`src/rtl/frame_strobe_sequencer.sv`:
```
// Writes a run of configuration words into consecutive frame latches of one tile column,
// with setup/strobe/hold timing around each transparent-latch write.
module frame_strobe_sequencer #(
  parameter int unsigned MaxFramesPerCol = 20,
  parameter int unsigned FrameBitsPerRow = 32,
  parameter int unsigned SetupCycles     = 1,
  parameter int unsigned StrobeCycles    = 2,
  parameter int unsigned HoldCycles      = 1,
  localparam int unsigned AW = $clog2(MaxFramesPerCol),
  localparam int unsigned CW = $clog2(MaxFramesPerCol + 1)
) (
  input  logic                       CLK,
  input  logic                       resetn,
  input  logic                       start,
  input  logic [AW-1:0]              base_frame,
  input  logic [CW-1:0]              num_frames,
  input  logic                       abort,
  input  logic                       word_valid,
  input  logic [FrameBitsPerRow-1:0] word_data,
  output logic                       word_ready,
  output logic [FrameBitsPerRow-1:0] FrameData,
  output logic [MaxFramesPerCol-1:0] FrameStrobe,
  output logic                       busy,
  output logic                       done,
  output logic                       error
);

  localparam int unsigned SetStr   = (SetupCycles > StrobeCycles) ? SetupCycles : StrobeCycles;
  localparam int unsigned MaxPhase = (SetStr > HoldCycles) ? SetStr : HoldCycles;
  localparam int unsigned PW       = $clog2(MaxPhase + 1);

  typedef enum logic [2:0] {
    Idle,
    WaitWord,
    Setup,
    Strobe,
    Hold
  } state_t;

  state_t          state;
  logic [PW-1:0]   phaseCnt;
  logic [AW-1:0]   frameIdx;
  logic [CW-1:0]   framesLeft;
  logic [CW:0]     runEnd;
  logic            startOk;

  // Range check uses one extra bit so base+num cannot overflow.
  assign runEnd  = (CW+1)'(base_frame) + (CW+1)'(num_frames);
  assign startOk = (num_frames != '0) && (runEnd <= (CW+1)'(MaxFramesPerCol));

  always_ff @(posedge CLK or negedge resetn) begin
    if (!resetn) begin
      state       <= Idle;
      phaseCnt    <= '0;
      frameIdx    <= '0;
      framesLeft  <= '0;
      word_ready  <= 1'b0;
      FrameData   <= '0;
      FrameStrobe <= '0;
      busy        <= 1'b0;
      done        <= 1'b0;
      error       <= 1'b0;
    end else begin
      done  <= 1'b0;
      error <= 1'b0;
      if (abort && (state != Idle)) begin
        // Abort drops the strobe immediately; FrameData is left as is.
        state       <= Idle;
        phaseCnt    <= '0;
        word_ready  <= 1'b0;
        FrameStrobe <= '0;
        busy        <= 1'b0;
      end else begin
        case (state)
          Idle: begin
            if (start && !abort) begin
              if (startOk) begin
                frameIdx   <= base_frame;
                framesLeft <= num_frames;
                busy       <= 1'b1;
                word_ready <= 1'b1;
                state      <= WaitWord;
              end else begin
                error <= 1'b1;
              end
            end
          end
          WaitWord: begin
            if (word_valid && word_ready) begin
              FrameData  <= word_data;
              word_ready <= 1'b0;
              phaseCnt   <= '0;
              state      <= Setup;
            end
          end
          Setup: begin
            if (phaseCnt == PW'(SetupCycles - 1)) begin
              phaseCnt    <= '0;
              FrameStrobe <= MaxFramesPerCol'(1) << frameIdx;
              state       <= Strobe;
            end else begin
              phaseCnt <= phaseCnt + PW'(1);
            end
          end
          Strobe: begin
            if (phaseCnt == PW'(StrobeCycles - 1)) begin
              phaseCnt    <= '0;
              FrameStrobe <= '0;
              state       <= Hold;
            end else begin
              phaseCnt <= phaseCnt + PW'(1);
            end
          end
          Hold: begin
            if (phaseCnt == PW'(HoldCycles - 1)) begin
              phaseCnt   <= '0;
              framesLeft <= framesLeft - CW'(1);
              if (framesLeft == CW'(1)) begin
                done  <= 1'b1;
                busy  <= 1'b0;
                state <= Idle;
              end else begin
                frameIdx   <= frameIdx + AW'(1);
                word_ready <= 1'b1;
                state      <= WaitWord;
              end
            end else begin
              phaseCnt <= phaseCnt + PW'(1);
            end
          end
          default: state <= Idle;
        endcase
      end
    end
  end

endmodule

```
`config.mk`:
```
export PLATFORM = sky130hd
export DESIGN_NAME = frame_strobe_sequencer
export DESIGN_NICKNAME = d
export VERILOG_FILES = /design/src/rtl/frame_strobe_sequencer.sv
export SDC_FILE = /design/constraint.sdc
export NUM_CORES = 1
export LEC_CHECK = 0
export ABC_AREA = 1
export CAP_MARGIN = 0
export CORE_MARGIN = 2
export CORE_UTILIZATION = 35
export CTS_BUF_LIST = sky130_fd_sc_hd__clkbuf_4 sky130_fd_sc_hd__clkbuf_8
export DETAILED_ROUTE_END_ITERATION = 12
export GPL_TIMING_DRIVEN = 0
export PLACE_DENSITY = 0.69
export SYNTH_ARGS = -nofsm -noshare
export SYNTH_HDL_FRONTEND = slang
export SYNTH_SLANG_ARGS = --single-unit
```
`constraint.sdc`:
```
create_clock -name CLK -period 2.2 [get_ports CLK]
set_input_delay 0.44 -clock CLK [delete_from_list [all_inputs] [get_ports CLK]]
set_output_delay 0.44 -clock CLK [all_outputs]
set_load 0.02 [all_outputs]
```
Word-level counts from Yosys, hierarchy flattened:

Index checks and enable logic that the tools add are counted.

* flip-flop bits (word level): 71

* add/subtract/negate cells: 4
* magnitude comparators: 1
* equal/unequal tests: 18
* shifts and indexed selects: 1
* multiplexer cells: 46
* bitwise operators: 1
* reduce and logical (&&, ||, !) cells: 23

Operators with widths (count)
* 2-to-1 mux 20 bit: 3
* one-hot mux 20 bit (2 select lines): 1
* 2-to-1 mux 5 bit: 7
* != test 3 bit, second input constant: 8
* 2-to-1 mux 3 bit: 7
* one-hot mux 5 bit (2 select lines): 2
* left shift 1 x 5 -> 20 bit, first input constant: 1
* 2-to-1 mux 1 bit: 18
* AND reduction 6 bit: 3
* one-hot mux 3 bit (5 select lines): 1
* AND reduction 5 bit: 2
* nonzero test 3 bit: 3
* 2-to-1 mux 2 bit: 4
* != test 2 bit, second input constant: 4
* nonzero test 4 bit: 2
* adder 5 x 5 -> 6 bit: 1
* == test 3 x 2 -> 1 bit, second input constant: 2
* less-or-equal comparator 6 x 5 -> 1 bit, second input constant: 1
* one-hot mux 2 bit (3 select lines): 1
* AND reduction 3 bit: 2
* adder 5 x 1 -> 5 bit, second input constant: 1
* == test 5 x 1 -> 1 bit, second input constant: 1
* nonzero test 5 bit: 1
* subtractor 5 x 1 -> 5 bit, second input constant: 1
* other kinds (14): 17

Longest topological paths before layout:

Gate-level depths: netlist (run 1).

* depth in word-level cells: 7
* depth in mapped cells: 14
* mapped depth without buffers: 14

Worst setup path after synthesis (run 1):

Ideal clock, no wire load.

* kind: input port to flip-flop
* start point: in base_frame[0]
* end point: reg frameIdx[2]
* library setup time: 0.067 ns
* data arrival time: 2.029 ns
* data required time: 2.133 ns
* setup slack: 0.104 ns
* stages: 13
* buffers on the path: 1
* cells stage by stage: ha_1 > fa_1 > inv_1 > nand2_1 > and2_1 > nand2_1 > nand3_1 > nor2_1 > nand2_1 > nand2_1 > buf_2 > nand4_1 > nand2_1

* cells in the longest elaborated chain, start to end: 5

Ends and longest elaborated chain
* from (decl): line 15 `input logic [AW-1:0] base_frame,`
* adder 5 x 5 -> 6 bit: line 48 `assign runEnd = (CW+1)'(base_frame) + (CW+1)'(num_frames);`
* less-or-equal comparator 6 x 5 -> 1 bit: line 49 `assign startOk = (num_frames != '0) && (runEnd <= (CW+1)'(MaxFramesPerCol));`
* logical AND 1 bit: line 49
* != test 2 bit (no source line)
* AND reduction 6 bit (no source line)
* to (signal assigned): line 78 `frameIdx <= base_frame;`
* to (signal assigned): line 123 `frameIdx <= frameIdx + AW'(1);`
* to (decl): line 42 `logic [AW-1:0] frameIdx;`

No other way between the ends.
A chain may end at the register's enable or synchronous reset.

Final worst setup path (run 1):

* start point: in base_frame[2]
* end point: reg framesLeft[4]

* cells in the longest elaborated chain, start to end: 5

Ends and longest elaborated chain
* adder 5 x 5 -> 6 bit: line 48
* less-or-equal comparator 6 x 5 -> 1 bit: line 49
* logical AND 1 bit: line 49
* != test 2 bit (no source line)
* AND reduction 5 bit (no source line)
* to (signal assigned): line 79 `framesLeft <= num_frames;`
* to (signal assigned): line 117 `framesLeft <= framesLeft - CW'(1);`
* to (decl): line 43 `logic [CW-1:0] framesLeft;`

No other way between the ends.

==> flow_summary.yaml, run 1 <==
pwr:
  p_seq_share_pct: 32.2
  switching_share_pct: 40.5
  leakage_nw: 2.35
  power.switching_mw: 2.72
  worst_ir_drop_vdd_uv: 513
  p_comb_share_pct: 52.7
  power_frac_clock_pct: 15.1
  p_per_area_nw_per_um2: 1330
  p_int_mw: 4.01
  report.power.total_mw: 6.74
timing:
  timing.final.hold_violations: 0
  fin_tns_setup_ns: 0
  worstMarginPinSlew_ns: 0.904
  setup_ws_ns: 0.111
  fin_hold_ws_ns: 0.239
  period_share_pct: 95.0
  slew_violations: 0
  post-route-min-period_ns: 2.09
  fmax_ghz: 0.479
  setup_viol: 0
  slew_headroom_pct: 39.8
  fin_worst_skew_ns: 0.0127
drt:
  ant_nets: 0
  top_layer: "met4"
  drtPass1Iterations: 5
  drcViolationCount: 0
  dr_total_vias: 3127
  routed_via_density: 4.89
  wl_met1_um: 4170
  drt-wirelength-per-cell_um: 14.1
  drt_iter0_markers: 158
  wl_met2_um: 4150
  wl_met3_um: 634
  routed_wl_um: 9030
floorplan:
  die_h_um: 105
  io_pins: 103
  initial_utilization_pct: 36.4
  die_area_um2: 11000
  die_w_um: 105
  core-area_um2: 9820
  core.rowCount: 36
clock_network:
  clk_path_buf_depth: 2
  cts_sinks: 71
  clock-root-buffer: "clkbuf_8"
  cts.reportedPaths.clkPinSlew_ns: 0.08
  insertion_delay_ns: 0.35
  cts_made_buffers: 9
  h-tree-depth: 3
  cts_tree: "built"
cells_and_area:
  final_common_cell: "nand2_1"
  layout_common_cells: "nand2_1, clkdlybuf4s50_1, dfrtp_1"
  regArea_um2: 1780
  diodes: 0
  fin_nets: 566
  synthToLayoutAreaGrowth_pct: 41.6
  finish.instance_area_um2: 5050
  instances_no_fill: 639
  num-fill-cells: 887
  multi_input_area_um2: 1630
  drive_gt1_share_pct: 16.0
  final_util_pct: 51.5
synth:
  yosys.area_share.simple_pct: 20.3
  synth_sequential_area_ratio_pct: 49.8
  yosys_warnings: 0
  synth_top_family_by_area: "simple AND/OR/NAND/NOR gates"
  synth_seq_cells: 71
  synthMuxAreaShare_pct: 10.1
  yosys.cell_types.count: 33
  synthFlopType: "dfrtp_1"
  synth_xor_area_share_pct: 0.491
  synth.net_count: 449
  synth_compound_area_share_pct: 7.54
  synth_adder_area_share_pct: 6.17
  syn_area_um2: 3570
  synth-edff-count: 0
  async_reset_ff_share_pct: 100
  synthCells: 385
  syn_avg_cell_area_um2: 9.27
placement:
  io_buffers: 101
  place_area_um2: 4740
  dp.cells: 619
  gp_congestion: 0.933
  hpwl_um: 6520
  post-place-ws_ns: -0.680
global_routing:
  grt_max_degree: 72
  antenna_found_initial: 0
  gr-total-overflow: 0
  grt_pass1_wl_um: 15000
  grt.total_usage_pct: 17.0
  grt_pass1_vias: 3106
critical_path:
  reg2reg_from: "state[1]$_DFFE_PN0P_"
  crit_required_ns: 2.48
  endpoint_kind: "register"
  crit_path_max_fanout: 5
  arrival_ns: 2.37
  cp-start-kind: "primary input"
  path_class: "in2reg"
  r2r_cells: 8
  critPathLaunch: "base_frame[2]"
status:
  status: "complete, no violations"
job:
  drv_cap: 0
min_path:
  min_path_type: "in2async"
[registers in the layout (all words and copies together) (netlist names)]
register and flops:
FrameData 32, FrameStrobe 20, busy 1, done 1, error 1, frameIdx 5
framesLeft 5, phaseCnt 2, state 3, word_ready 1
[kinds of logic after synthesis]
family / Yosys count
AND/OR/NAND/NOR: 165
multiplexers: 32
XOR/XNOR: 2
AO/OA/AOI/OAI: 47
flip-flops: 71
buffers and inverters: 51
adder cells (fa/ha/maj): 17
[cells in the mapped netlist (2+ instances only)]
| cell | number | area (um^2) |
|---|---|---|
| inv_2 | 7 | 26.3 |
| nor3_1 | 2 | 10.0 |
| o21ai_1 | 7 | 35.0 |
| inv_1 | 34 | 128 |
| o22ai_1 | 3 | 18.8 |
| nor2_1 | 23 | 86.3 |
| o31ai_1 | 6 | 45.0 |
| xor2_1 | 2 | 17.5 |
| a21oi_1 | 4 | 20.0 |
| dfrtp_1 | 71 | 1780 |
| nand3_1 | 18 | 90.1 |
| nor2_2 | 2 | 12.5 |
| o21ai_0 | 22 | 110 |
| nand4_1 | 13 | 81.3 |
| nand2_2 | 2 | 12.5 |
| clkbuf_1 | 3 | 11.3 |
| mux2_2 | 31 | 349 |
| buf_2 | 7 | 35.0 |
| nand2_1 | 99 | 372 |
| ha_1 | 16 | 200 |
[final timing paths]
path                       slack, ns                     endpoint
min in group CLK                0.48    framesLeft[0]$_DFFE_PN0P_
setup reg to reg                0.21      frameIdx[0]$_DFFE_PN0P_
max in group asynchronous       1.39    FrameData[16]$_DFFE_PN0P_
setup / recovery                0.11    framesLeft[4]$_DFFE_PN0P_
hold reg to reg                 0.49  FrameStrobe[14]$_DFFE_PN0P_
hold / removal                  0.24     FrameData[3]$_DFFE_PN0P_
[what timing repair did]
action,CTS,global route
endpoints found under the setup margin,16,16
resized for setup,13,7
pin swaps,4,6
hold buffers,0,0
gates cloned,1,0
setup buffers,4,0
[cell type report]
type	instances	area share, %
buffer	10	1.11
clock buffer	9	2.45
clock inverter	6	1.24
inverter	41	3.04
multi-input combinational	263	32.2
sequential	71	35.1
tap	133	3.29
timing repair buffer	106	21.5
[power by group through the flow]
stage                     Clock (mW)  Combinational, mW  Sequential, mW
after global routing            1.10               3.85            2.24
after global placement             0               3.22            2.17
final                           1.02               3.55            2.17
after floorplan                    0               1.41            2.66
after CTS                       1.05               3.55            2.17
after detailed placement           0               3.26            2.20
[metal layers]
metal | vias to the layer above | global-route usage, %
li1 | 1514 | -
met1 | 1476 | 22.4
met2 | 127 | 27.0
met3 | 10 | 5.05
met4 | 0 | 4.86
met5 | - | 0
[critical path, cell delays in order]
cell             delay (ns)
clkdlybuf4s50_1        0.44
ha_1                   0.33
inv_1                  0.08
nand2_1                0.06
and2_1                 0.14
nand2_1                0.05
nand3_1                0.08
nor2_2                 0.12
nand2_2                0.08
nand2_4                0.12
bufbuf_16              0.27
nand3_1                0.06
nand2_1                0.10
Power figures use the tool's default switching activity.
==> run 2: changes to the inputs <==
--- a/config.mk
+++ b/config.mk
@@ -7,6 +7,7 @@
 export LEC_CHECK = 0
 export ABC_AREA = 1
 export CAP_MARGIN = 0
+export CORE_ASPECT_RATIO = 0.6
 export CORE_MARGIN = 2
 export CORE_UTILIZATION = 35
 export CTS_BUF_LIST = sky130_fd_sc_hd__clkbuf_4 sky130_fd_sc_hd__clkbuf_8
==> flow_summary.yaml, run 2 (synthesis gave the netlist of run 1 again) <==
status:
  status: "complete, no violations"
cells_and_area:
  final_common_cell: "nand2_1"
  final_util_pct: 51.7
  drive_gt1_share_pct: 16.3
  reg_top3: "FrameData: 32 flops, FrameStrobe: 20 flops"
  diodes: 0
  synthToLayoutAreaGrowth_pct: 43.0
  fin_nets: 567
  top_register: "FrameData"
  layout_common_cells: "nand2_1, clkdlybuf4s50_1, dfrtp_1"
  multi_input_area_um2: 1640
  regArea_um2: 1780
  largest_reg_flops: 32
  num-fill-cells: 906
floorplan:
  core-area_um2: 9880
  io_pins: 103
  initial_utilization_pct: 36.1
  die_area_um2: 11000
  die_w_um: 134
  die_h_um: 82.2
  core.rowCount: 28
pwr:
  p_per_area_nw_per_um2: 1350
  report.power.total_mw: 6.89
  worst_ir_drop_vdd_uv: 693
  leakage_nw: 2.35
drt:
  dr_total_vias: 3104
  routed_wl_um: 9260
  drcViolationCount: 0
  routed_via_density: 4.83
  drtPass1Iterations: 5
  ant_nets: 0
  drt-wirelength-per-cell_um: 14.4
  drt_iter0_markers: 227
critical_path:
  cp-start-kind: "primary input"
  arrival_ns: 2.35
  endpoint_kind: "register"
  path_class: "in2reg"
  r2r_cells: 7
  crit_path_max_fanout: 6
  crit_required_ns: 2.44
clock_network:
  cts_sinks: 71
  insertion_delay_ns: 0.35
  clk_path_buf_depth: 2
  cts.reportedPaths.clkPinSlew_ns: 0.08
  cts_tree: "built"
  cts_made_buffers: 9
  clock-root-buffer: "clkbuf_8"
  hold_buffers: 0
  h-tree-depth: 3
global_routing:
  gr-total-overflow: 0
  grt_pass1_vias: 3102
  grt_pass1_wl_um: 15000
  antenna_found_initial: 0
  grt.total_usage_pct: 17.5
  grt_max_degree: 42
timing:
  period_share_pct: 96.2
  rsz0062_at_grt: "no"
  fmax_ghz: 0.472
  setup_viol: 0
  timing.final.hold_violations: 0
  fin_worst_skew_ns: 0.00618
  setup_ws_ns: 0.0832
  fin_hold_ws_ns: 0.0279
  post-route-min-period_ns: 2.12
  slew_headroom_pct: 51.5
  fin_tns_setup_ns: 0
  worstMarginPinSlew_ns: 0.722
  slew_violations: 0
placement:
  hpwl_um: 6990
  post-place-ws_ns: -0.741
  gp_congestion: 0.926
  io_buffers: 101
job:
  drv_cap: 0
min_path:
  min_path_type: "in2async"
## run 2: cell types whose count changed in the layout (fill, tap and decap cells not counted), sizes merged
cell          before  now
clkinvlp           0    2
clkbuf            14   16
dlymetal6s2s       1    0
buf               12   13
bufinv             1    2
dlygate4sd2        1    2
clkinv             5    1
## run 2: metrics by stage
stage          instances  area, um^2
3_5_place_dp         622        4770
5_1_grt              643        5100
3_3_place_gp         621        4750
6_report             643        5100
2_1_floorplan        385        3570
4_1_cts              642        5080
## run 2: critical path, stage by stage
cell and delay (ns):
clkdlybuf4s50_1 0.55, ha_4 0.23, inv_1 0.07, nand2_1 0.08, and2_1 0.15, nand2_1 0.05
nand3_1 0.07, nor2_1 0.13, nand2_2 0.08, nand2_4 0.09, buf_4 0.13, nand3_4 0.10
nand2_1 0.12, nand2_1 0.06
## run 2: final timing paths
check | startpoint | endpoint | slack, ns
worst max-delay path | base_frame[2] | frameIdx[3]$_DFFE_PN0P_ | 0.08
worst min-delay path | resetn | error$_DFF_PN0_ | 0.03
worst max register to register | state[1]$_DFFE_PN0P_ | frameIdx[3]$_DFFE_PN0P_ | 0.19
worst min register to register | FrameStrobe[4]$_DFFE_PN0P_ | FrameStrobe[4]$_DFFE_PN0P_ | 0.49
max in group asynchronous | resetn | FrameStrobe[9]$_DFFE_PN0P_ | 1.62
min in group CLK | num_frames[0] | framesLeft[0]$_DFFE_PN0P_ | 0.49
## run 2: layout make-up
cell class	count	area share, %
buffer	10	1.10
clock buffer	11	2.97
clock inverter	5	1.57
inverter	41	3.02
multi-input combinational	263	32.1
sequential	71	34.8
tap	135	3.31
timing repair buffer	107	21.1
## run 2: repair_timing
item	in CTS	in global routing
endpoints found under the setup margin	16	14
pin swaps	2	6
gates resized for setup	13	7
gates cloned	1	0
buffers inserted	3	1
## run 2: layer usage
layer | global-route usage, % | wire (um) | vias up
met3 | 6.47 | 809 | 12
met5 | 0 | 0 | -
li1 | - | - | 1515
met4 | 7.05 | 121 | 0
met1 | 23.1 | 4240 | 1468
met2 | 26.3 | 4080 | 109
## run 2: where the power goes
| part | total [mW] | switching [mW] | internal, mW | leakage (nW) |
|---|---|---|---|---|
| clock network | 1.19 | 0.493 | 0.698 | 0.112 |
| logic | 3.51 | 1.90 | 1.61 | 1.33 |
| registers | 2.18 | 0.345 | 1.84 | 0.912 |
==> run 3: changes to the inputs <==
--- a/config.mk
+++ b/config.mk
@@ -9,11 +9,11 @@
 export CAP_MARGIN = 0
 export CORE_ASPECT_RATIO = 0.6
 export CORE_MARGIN = 2
-export CORE_UTILIZATION = 35
+export CORE_UTILIZATION = 30
 export CTS_BUF_LIST = sky130_fd_sc_hd__clkbuf_4 sky130_fd_sc_hd__clkbuf_8
 export DETAILED_ROUTE_END_ITERATION = 12
 export GPL_TIMING_DRIVEN = 0
-export PLACE_DENSITY = 0.69
+export PLACE_DENSITY = 0.62
 export SYNTH_ARGS = -nofsm -noshare
 export SYNTH_HDL_FRONTEND = slang
 export SYNTH_SLANG_ARGS = --single-unit
==> flow_summary.yaml, run 3 (synthesis gave the netlist of run 1 again) <==
clock_network:
  cts_sinks: 71
  insertion_delay_ns: 0.35
  clk_path_buf_depth: 2
  post_cts_buffers: 0
  cts_made_buffers: 9
  clock-root-buffer: "clkbuf_8"
  cts_tree: "built"
  h-tree-depth: 3
  cts.reportedPaths.clkPinSlew_ns: 0.08
critical_path:
  arrival_ns: 2.31
  path_class: "in2reg"
  rrSetupSlack_ns: 0.20
  crit_required_ns: 2.43
  critPathLaunch: "num_frames[0]"
  reg2reg_from: "state[1]$_DFFE_PN0P_"
  endpoint: "frameIdx[2]$_DFFE_PN0P_"
  endpoint_kind: "register"
  worst_r2r_endpoint: "frameIdx[2]$_DFFE_PN0P_"
  crit_path_max_fanout: 6
  r2r_cells: 8
  cp-start-kind: "primary input"
floorplan:
  die_area_um2: 12800
  initial_utilization_pct: 31.2
  core-area_um2: 11400
  die_w_um: 145
  core.rowCount: 30
  io_pins: 103
  die_h_um: 88.5
cells_and_area:
  finish.instance_area_um2: 5090
  largest_reg_flops: 32
  diodes: 0
  top_register: "FrameData"
  drive_gt1_share_pct: 15.2
  synthToLayoutAreaGrowth_pct: 42.7
  fin_nets: 565
  num-fill-cells: 1118
  instances_no_fill: 666
  reg_top3: "FrameData: 32 flops, FrameStrobe: 20 flops"
  layout_common_cells: "nand2_1, clkdlybuf4s50_1, dfrtp_1"
drt:
  ant_nets: 0
  drt_iter0_markers: 199
  routed_wl_um: 9210
  drcViolationCount: 0
  drt-wirelength-per-cell_um: 13.8
  routed_via_density: 4.64
  dr_total_vias: 3092
  drtPass1Iterations: 4
timing:
  slew_headroom_pct: 49.8
  post-route-min-period_ns: 2.08
  timing.final.hold_violations: 0
  period_share_pct: 94.5
  setup_viol: 0
  fin_hold_ws_ns: 0.427
  rsz0062_at_grt: "no"
  fmax_ghz: 0.481
  worstMarginPinSlew_ns: 0.747
  fin_worst_skew_ns: 0.00844
  setup_ws_ns: 0.121
  slew_violations: 0
global_routing:
  gr-total-overflow: 0
  antenna_found_initial: 0
  grt_max_degree: 71
  grt_pass1_wl_um: 15000
  grt_pass1_vias: 3047
  grt.total_usage_pct: 15.1
pwr:
  power.switching_mw: 2.76
  p_int_mw: 3.99
  report.power.total_mw: 6.75
  power_frac_clock_pct: 17.3
  worst_ir_drop_vdd_uv: 562
  leakage_nw: 2.35
  p_seq_share_pct: 32.2
  switching_share_pct: 40.8
  p_per_area_nw_per_um2: 1320
  p_comb_share_pct: 50.5
placement:
  post-place-ws_ns: -0.702
  gp_congestion: 0.922
  dp.cells: 647
  hpwl_um: 6900
  io_buffers: 101
  place_area_um2: 4810
status:
  status: "complete, no violations"
min_path:
  min_path_type: "in2async"
job:
  drv_cap: 0
## run 3: cell types whose count changed in the layout (fill, tap and decap cells not counted), sizes merged
cell,change
nand2,+1
clkinv,+1
clkbuf,-3
inv,+1
dlygate4sd3,+1
clkinvlp,-1
buf,-3
bufbuf,-1
dlymetal6s2s,+2
## run 3: worst min-delay path by stage
| stage | to | slack [ns] | cells after the start |
|---|---|---|---|
| floorplan | FrameData[0]$_DFFE_PN0P_ | 0.14 | 0 |
| global placement | FrameStrobe[14]$_DFFE_PN0P_ | 0.47 | 2 |
| detailed placement | FrameData[13]$_DFFE_PN0P_ | 0.24 | 1 |
| CTS | FrameData[13]$_DFFE_PN0P_ | 0.40 | 2 |
| global route | FrameData[13]$_DFFE_PN0P_ | 0.41 | 2 |
| finish | FrameData[13]$_DFFE_PN0P_ | 0.43 | 2 |
## run 3: critical path: stages
cell and delay [ns]:
dlygate4sd2_1 0.26, ha_2 0.20, fa_1 0.46, nor2_1 0.13
nor2_1 0.06, nand2_1 0.06, nand3_1 0.06, nor2_1 0.12
nand2_2 0.10, nand2_4 0.13, nand3_4 0.12, nand2_1 0.11
nand2_1 0.06
## run 3: layout make-up
type                            count  area (um^2)  area share, %
Clock buffer                       10          131           2.58
Clock inverter                      6         93.8           1.84
Inverter                           41          154           3.02
Timing Repair Buffer              104         1060           20.7
Multi-Input combinational cell    264         1630           32.0
Tap cell                          160          200           3.93
Sequential cell                    71         1780           34.9
Buffer                             10         52.6           1.03
## run 3: power groups by stage
stage | Combinational, mW | Clock (mW) | Sequential (mW)
after floorplan | 1.41 | 0 | 2.66
after global placement | 3.27 | 0 | 2.17
after detailed placement | 3.31 | 0 | 2.19
after CTS | 3.42 | 1.21 | 2.18
after global routing | 3.73 | 1.28 | 2.25
final | 3.41 | 1.17 | 2.17
## run 3: layer usage
layer | vias to the layer above | wire length [um] | track usage [%]
met2 | 102 | 3960 | 22.0
met3 | 8 | 751 | 6.01
met5 | - | 0 | 0
met1 | 1473 | 4430 | 21.5
met4 | 0 | 65 | 3.00
li1 | 1509 | - | -
## run 3: repair_timing
| action | CTS | global route |
|---|---|---|
| cloned | 2 | 0 |
| hold buffers | 1 | 0 |
| endpoints found under the hold margin | 1 | 0 |
| setup endpoints to repair | 16 | 16 |
| pin swaps | 3 | 1 |
| gates resized for setup | 12 | 3 |
## run 3: metrics by stage
| step | TNS (ns) | utilization, % |
|---|---|---|
| final | 0 | 44.5 |
| after global placement | -137.89 | 41.8 |
| after CTS | 0 | 44.4 |
| after floorplan | 0 | - |
| after detailed placement | -10.30 | 42.0 |
| after global routing | 0 | 44.5 |
